`src/rtl/dm_arb_pkg.sv`:
```
// dm_arb_pkg: shared FSM encoding and owner-id helpers for the DM arbiter.
package dm_arb_pkg;

    typedef enum logic [1:0] {
        IDLE  = 2'd0,
        ISSUE = 2'd1,
        RWAIT = 2'd2
    } state_e;

    // Owner id carries one extra bit so the host code never aliases a core index.
    function automatic int own_width(input int n);
        return $clog2(n) + 1;
    endfunction

    function automatic int idx_width(input int n);
        return $clog2(n);
    endfunction

    // Host owner code is all ones; cast down to the actual owner width at use.
    localparam logic [3:0] OWN_HOST_MAX = 4'hF;

endpackage

```
`src/rtl/rr_picker.sv`:
```
// rr_picker: combinational round-robin search starting just after ptr_i.
module rr_picker #(
    parameter int N  = 4,
    parameter int IW = $clog2(N)
) (
    input  logic [N-1:0]  req_i,
    input  logic [IW-1:0] ptr_i,
    output logic          vld_o,
    output logic [IW-1:0] idx_o
);

    // Scan from farthest offset to nearest so the nearest requester wins.
    always_comb begin
        vld_o = 1'b0;
        idx_o = '0;
        for (int i = N; i >= 1; i--) begin
            if (req_i[IW'((int'(ptr_i) + i) % N)]) begin
                vld_o = 1'b1;
                idx_o = IW'((int'(ptr_i) + i) % N);
            end
        end
    end

endmodule

```
`src/rtl/dm_arbiter.sv`:
```
// dm_arbiter: shares one synchronous data memory among NUM_CORES cores and a
// host port. Host has absolute priority; cores are served round-robin.
// Optional contention counter enabled with `define DM_ARB_STATS_EN.
module dm_arbiter
    import dm_arb_pkg::*;
#(
    parameter int NUM_CORES = 4,
    parameter int DATA_W    = 16,
    parameter int ADDR_W    = 16
) (
    input  logic                        clk,
    input  logic                        rst_n,
`ifdef DM_ARB_STATS_EN
    output logic [15:0]                 conflict_cnt,
`endif
    input  logic [NUM_CORES-1:0]        core_req,
    input  logic [NUM_CORES-1:0]        core_we,
    input  logic [NUM_CORES*ADDR_W-1:0] core_addr,
    input  logic [NUM_CORES*DATA_W-1:0] core_wdata,
    output logic [NUM_CORES-1:0]        core_gnt,
    output logic [NUM_CORES-1:0]        core_rvalid,
    output logic [DATA_W-1:0]           core_rdata,
    input  logic                        com_req,
    input  logic                        com_wr_en,
    input  logic [ADDR_W-1:0]           com_addr,
    input  logic [DATA_W-1:0]           com_data_in,
    output logic                        com_gnt,
    output logic                        com_rvalid,
    output logic [DATA_W-1:0]           com_data_out,
    output logic [ADDR_W-1:0]           DM_addr,
    output logic [DATA_W-1:0]           DM_data_in,
    output logic                        DM_write_en,
    input  logic [DATA_W-1:0]           DM_out
);

    localparam int IW    = idx_width(NUM_CORES);
    localparam int OWN_W = own_width(NUM_CORES);
    localparam logic [OWN_W-1:0] OWN_HOST = OWN_W'(OWN_HOST_MAX);

    state_e               state_q, state_d;
    logic [OWN_W-1:0]     own_q;
    logic                 we_q;
    logic [IW-1:0]        rr_ptr_q;
    logic [NUM_CORES-1:0] core_gnt_q, core_rvalid_q;
    logic                 com_gnt_q, com_rvalid_q;
    logic [DATA_W-1:0]    core_rdata_q, com_data_out_q, dm_wdata_q;
    logic [ADDR_W-1:0]    dm_addr_q;
    logic                 dm_we_q;

    logic                 pick_vld;
    logic [IW-1:0]        pick_idx;
    logic                 win_any, win_we;
    logic [OWN_W-1:0]     win_own;
    logic [ADDR_W-1:0]    win_addr;
    logic [DATA_W-1:0]    win_wdata;

    rr_picker #(.N(NUM_CORES), .IW(IW)) u_pick (
        .req_i (core_req),
        .ptr_i (rr_ptr_q),
        .vld_o (pick_vld),
        .idx_o (pick_idx)
    );

    // Next state plus winner selection (only meaningful in IDLE).
    always_comb begin
        state_d   = state_q;
        win_any   = 1'b0;
        win_we    = 1'b0;
        win_own   = '0;
        win_addr  = '0;
        win_wdata = '0;
        case (state_q)
            IDLE: begin
                if (com_req) begin
                    win_any   = 1'b1;
                    win_own   = OWN_HOST;
                    win_we    = com_wr_en;
                    win_addr  = com_addr;
                    win_wdata = com_data_in;
                end else if (pick_vld) begin
                    win_any   = 1'b1;
                    win_own   = {1'b0, pick_idx};
                    win_we    = core_we[pick_idx];
                    win_addr  = core_addr[int'(pick_idx)*ADDR_W +: ADDR_W];
                    win_wdata = core_wdata[int'(pick_idx)*DATA_W +: DATA_W];
                end
                if (win_any) state_d = ISSUE;
            end
            ISSUE:   state_d = we_q ? IDLE : RWAIT;
            RWAIT:   state_d = IDLE;
            default: state_d = IDLE;
        endcase
    end

    // State register.
    always_ff @(posedge clk) begin
        if (!rst_n) state_q <= IDLE;
        else        state_q <= state_d;
    end

    // Latch the winner, drive DM pins, pulse gnt/rvalid, advance the RR pointer.
    always_ff @(posedge clk) begin
        if (!rst_n) begin
            own_q          <= '0;
            we_q           <= 1'b0;
            rr_ptr_q       <= IW'(NUM_CORES - 1);
            core_gnt_q     <= '0;
            core_rvalid_q  <= '0;
            com_gnt_q      <= 1'b0;
            com_rvalid_q   <= 1'b0;
            core_rdata_q   <= '0;
            com_data_out_q <= '0;
            dm_addr_q      <= '0;
            dm_wdata_q     <= '0;
            dm_we_q        <= 1'b0;
        end else begin
            core_gnt_q    <= '0;
            core_rvalid_q <= '0;
            com_gnt_q     <= 1'b0;
            com_rvalid_q  <= 1'b0;
            dm_we_q       <= 1'b0;
            if (state_q == IDLE && win_any) begin
                own_q      <= win_own;
                we_q       <= win_we;
                dm_addr_q  <= win_addr;
                dm_wdata_q <= win_wdata;
                dm_we_q    <= win_we;
                if (win_own == OWN_HOST) com_gnt_q <= 1'b1;
                else                     core_gnt_q[win_own[IW-1:0]] <= 1'b1;
            end
            if (state_q == ISSUE && own_q != OWN_HOST)
                rr_ptr_q <= own_q[IW-1:0];
            if (state_q == RWAIT) begin
                if (own_q == OWN_HOST) begin
                    com_data_out_q <= DM_out;
                    com_rvalid_q   <= 1'b1;
                end else begin
                    core_rdata_q                <= DM_out;
                    core_rvalid_q[own_q[IW-1:0]] <= 1'b1;
                end
            end
        end
    end

    // Pulses and the DM strobe are masked while reset is low so an
    // abandoned access never writes memory or signals a requester.
    assign core_gnt     = core_gnt_q & {NUM_CORES{rst_n}};
    assign core_rvalid  = core_rvalid_q & {NUM_CORES{rst_n}};
    assign com_gnt      = com_gnt_q & rst_n;
    assign com_rvalid   = com_rvalid_q & rst_n;
    assign DM_write_en  = dm_we_q & rst_n;
    assign core_rdata   = core_rdata_q;
    assign com_data_out = com_data_out_q;
    assign DM_addr      = dm_addr_q;
    assign DM_data_in   = dm_wdata_q;

`ifdef DM_ARB_STATS_EN
    logic [15:0] cnt_q;

    // Count IDLE cycles with two or more active requesters, saturating.
    always_ff @(posedge clk) begin
        if (!rst_n)
            cnt_q <= '0;
        else if (state_q == IDLE && $countones({com_req, core_req}) >= 2 && cnt_q != 16'hFFFF)
            cnt_q <= cnt_q + 16'd1;
    end

    assign conflict_cnt = cnt_q;
`endif

endmodule

```
`config.mk`:
```
export PLATFORM = sky130hd
export DESIGN_NAME = dm_arbiter
export DESIGN_NICKNAME = d
export VERILOG_FILES = /design/src/rtl/dm_arb_pkg.sv /design/src/rtl/rr_picker.sv /design/src/rtl/dm_arbiter.sv
export SDC_FILE = /design/constraint.sdc
export NUM_CORES = 1
export LEC_CHECK = 0
export BUFFER_PORTS_ARGS = -buffer_cell sky130_fd_sc_hd__buf_2
export CAP_MARGIN = 40
export CORE_MARGIN = 8
export CORE_UTILIZATION = 47
export DETAILED_ROUTE_END_ITERATION = 8
export PLACE_DENSITY = 0.93
export SETUP_SLACK_MARGIN = 0.5
export SYNTH_ARGS = -nofsm -noshare
export SYNTH_HDL_FRONTEND = slang
export SYNTH_HIERARCHICAL = 1
export SYNTH_SLANG_ARGS = --single-unit
export TNS_END_PERCENT = 20
```
`constraint.sdc`:
```
create_clock -name clk -period 5.24 [get_ports clk]
set_input_delay 1.31 -clock clk [delete_from_list [all_inputs] [get_ports clk]]
set_output_delay 1.31 -clock clk [all_outputs]
set_load 0.01 [all_outputs]
```
==> impl_metrics.json <==
{
  "skew_ns": 0.00902,
  "fp.coreArea_sq_mm": 0.00911,
  "clock.fmax_mhz": 300,
  "crit_slowest_cell": "buf_4",
  "endpoint_kind": "flop",
  "clk_pin_slew_ns": 0.08,
  "grt_use_met3": 0.0902,
  "synth-seq-cells": 83,
  "status": "finished clean",
  "p_leak_nw": 2.64,
  "grtUsageMet1": 0.245,
  "die_x_microns": 112,
  "dp_hpwl_mm": 12.6,
  "synth_cell_types": 39,
  "synthCells": 470,
  "maxCapViolations": 0,
  "ys_seq_area_frac": 0.383,
  "hp-class": "flop to flop",
  "reg2reg_setup_slack_ns": 2.59,
  "place_congestion": 0.844,
  "worstSkewPairLatency_ns": 0.33,
  "fin_cells": 814,
  "drt-pass1-iter-count": 8,
  "placementRows": 35,
  "syn_nets": 658,
  "placed_cell_area_sq_mm": 0.00566,
  "synth_edf_count": 0,
  "avgViaCountPerCell": 5.95,
  "grt_antenna_before_repair": 1,
  "fin_setup_tns_ns": 0,
  "p_per_area_mw_per_mm2": 272,
  "fin_util": 0.642,
  "critPathLaunchType": "input port",
  "die-area_sq_mm": 0.0126,
  "synth.top_cell.area_share": 0.383,
  "cp.required_ns": 5.42,
  "pin_count": 263,
  "hold_viol_final": 0,
  "area_growth_pct": 34.7,
  "ctsResizeCount": 0,
  "yosysWarnings": 6,
  "syn_area_sq_mm": 0.00434,
  "crit_path_max_incr_delay_ns": 0.69,
  "drive_gt1_frac": 0.469,
  "synth_compound_area_frac": 0.265,
  "drtIter0Drc": 647,
  "finalCritPeriodShare": 0.637,
  "grt_pass1_vias": 5210,
  "synth-simple-area-share": 0.113,
  "busiest_layer": "met2",
  "worst_pin_slew_ns": 0.893,
  "synth_most_common_cell": "dfxtp_1",
  "cts_made_buffers": 9,
  "drv_slew": 0,
  "die_h_microns": 112,
  "ant_nets": 0,
  "clockRootBuffer": "clkbuf_8",
  "grt_pass1_wl_mm": 25.4,
  "vdd_drop_max_mv": 0.176,
  "nets": 886,
  "crit_type": "input port to flop",
  "syn_avg_cell_area_sq_um": 9.23,
  "synth_fa_ha_area_frac": 0,
  "synth_top_family_by_area": "compound AO/OA/AOI/OAI gates",
  "setup-violations-final": 0,
  "start_util": 0.476,
  "synth_top_area_cell": "dfxtp_1",
  "synth_ff_type": "dfxtp_1",
  "final_area_sq_mm": 0.00584,
  "dp_cells": 798,
  "grt_usage": 0.246,
  "worstPathArrival_ns": 3.52,
  "drc_errors": 0,
  "crit_fanout": 70,
  "synth.area.mux_share": 0.174,
  "setup_ws_ns": 1.90,
  "dp_slack_ns": 1.59,
  "vias": 4843,
  "route.final.wire_length_mm": 16.3,
  "path_cells": "buf_2, and2b_1, a21oi_2, o221ai_4, buf_4, mux2_1, a222oi_1, a211oi_1",
  "rsz0062_at_grt": "false",
  "grt_max_degree": 71,
  "cts_tree": "done",
  "num_antenna_cells": 0,
  "grt_overflow_total": 0,
  "routedWlPerCell_microns": 20.1,
  "cts_setup_buffers": 0,
  "cts_buffer_depth": 2,
  "h-tree-depth": 3,
  "hold_buffers": 0,
  "ys_top_cells_by_count": "dfxtp_1, a21oi_1, nand3_1, mux2_2",
  "synthXorXnorAreaFrac": 0,
  "synth_area_leaders": "dfxtp_1, mux2_2, a21oi_1",
  "grt_use_met2": 0.454,
  "relSlewSlack": 0.403,
  "synthArstFlopShare": 0,
  "io_buffers": 262,
  "period_minus_slack_ns": 3.34,
  "cts.sinks": 83
}
-- kinds of logic after synthesis --
kind of cell | Yosys count
DFF | 83
AOI/OAI and AO/OA | 176
muxes | 66
buffers and inverters | 57
and+or+nand+nor | 88
-- cells in the final DEF (no fill, tap or decap), drive strengths merged, types with 9 or more instances in the layout --
cell type,count
o21ai,34
mux2,64
clkbuf,10
nor2,9
buf,272
dfxtp,83
a222oi,32
and2,14
a21oi,72
nand3,34
a211oi,32
-- power by group --
group / switching, W / internal, W / leakage [nW]
Sequential: 0.0000343 / 0.000682 / 0.680
Combinational: 0.000239 / 0.000214 / 1.88
Clock: 0.000234 / 0.000188 / 0.0815
Total: 0.000508 / 0.00108 / 2.64
-- registers in the layout, indices dropped and copies added (netlist names), 2 cells and up --
signal,count
own_q,3
core_gnt_q,4
core_rvalid_q,4
DM_addr,16
state_q,2
rr_ptr_q,2
core_rdata,16
com_data_out,16
DM_data_in,16
-- metal layers --
layer	wire [microns]	share of wire
met1	5870	0.36
met3	1650	0.10
met4	431	0.026
met2	8370	0.51
met5	12	0.00073
-- through the flow --
stage | total power (W) | hold slack, ns
after floorplan | 0.00101 | 0.401
after global placement | 0.00115 | 0.412
after detailed placement | 0.00118 | 0.413
after CTS | 0.00160 | 0.428
after global routing | 0.00168 | 0.481
final | 0.00159 | 0.428
-- layout make-up --
cell class                 count  area (sq um)
fill                         735          3260
clock inverter                 6          47.5
tap                          111           139
clock buffer                  10           138
timing repair buffer         272          1440
inverter                       2          7.51
sequential                    83          1660
multi-input combinational    330          2410
-- critical path: cells and delay by family --
kind | cells | cell delay (ns)
AOI/OAI and AO/OA | 4 | 0.72
buffers and inverters | 2 | 0.80
muxes | 1 | 0.40
and+or+nand+nor | 1 | 0.22
-- worst paths after layout --
kind | startpoint | end | cells past startpoint
max | core_req[2] | DM_addr[2] | 8
min | we_q | state_q[1] | 1
max reg2reg | rr_ptr_q[1] | DM_addr[2] | 7
min reg2reg | we_q | state_q[1] | 1
(Power assumes the default switching activity.)
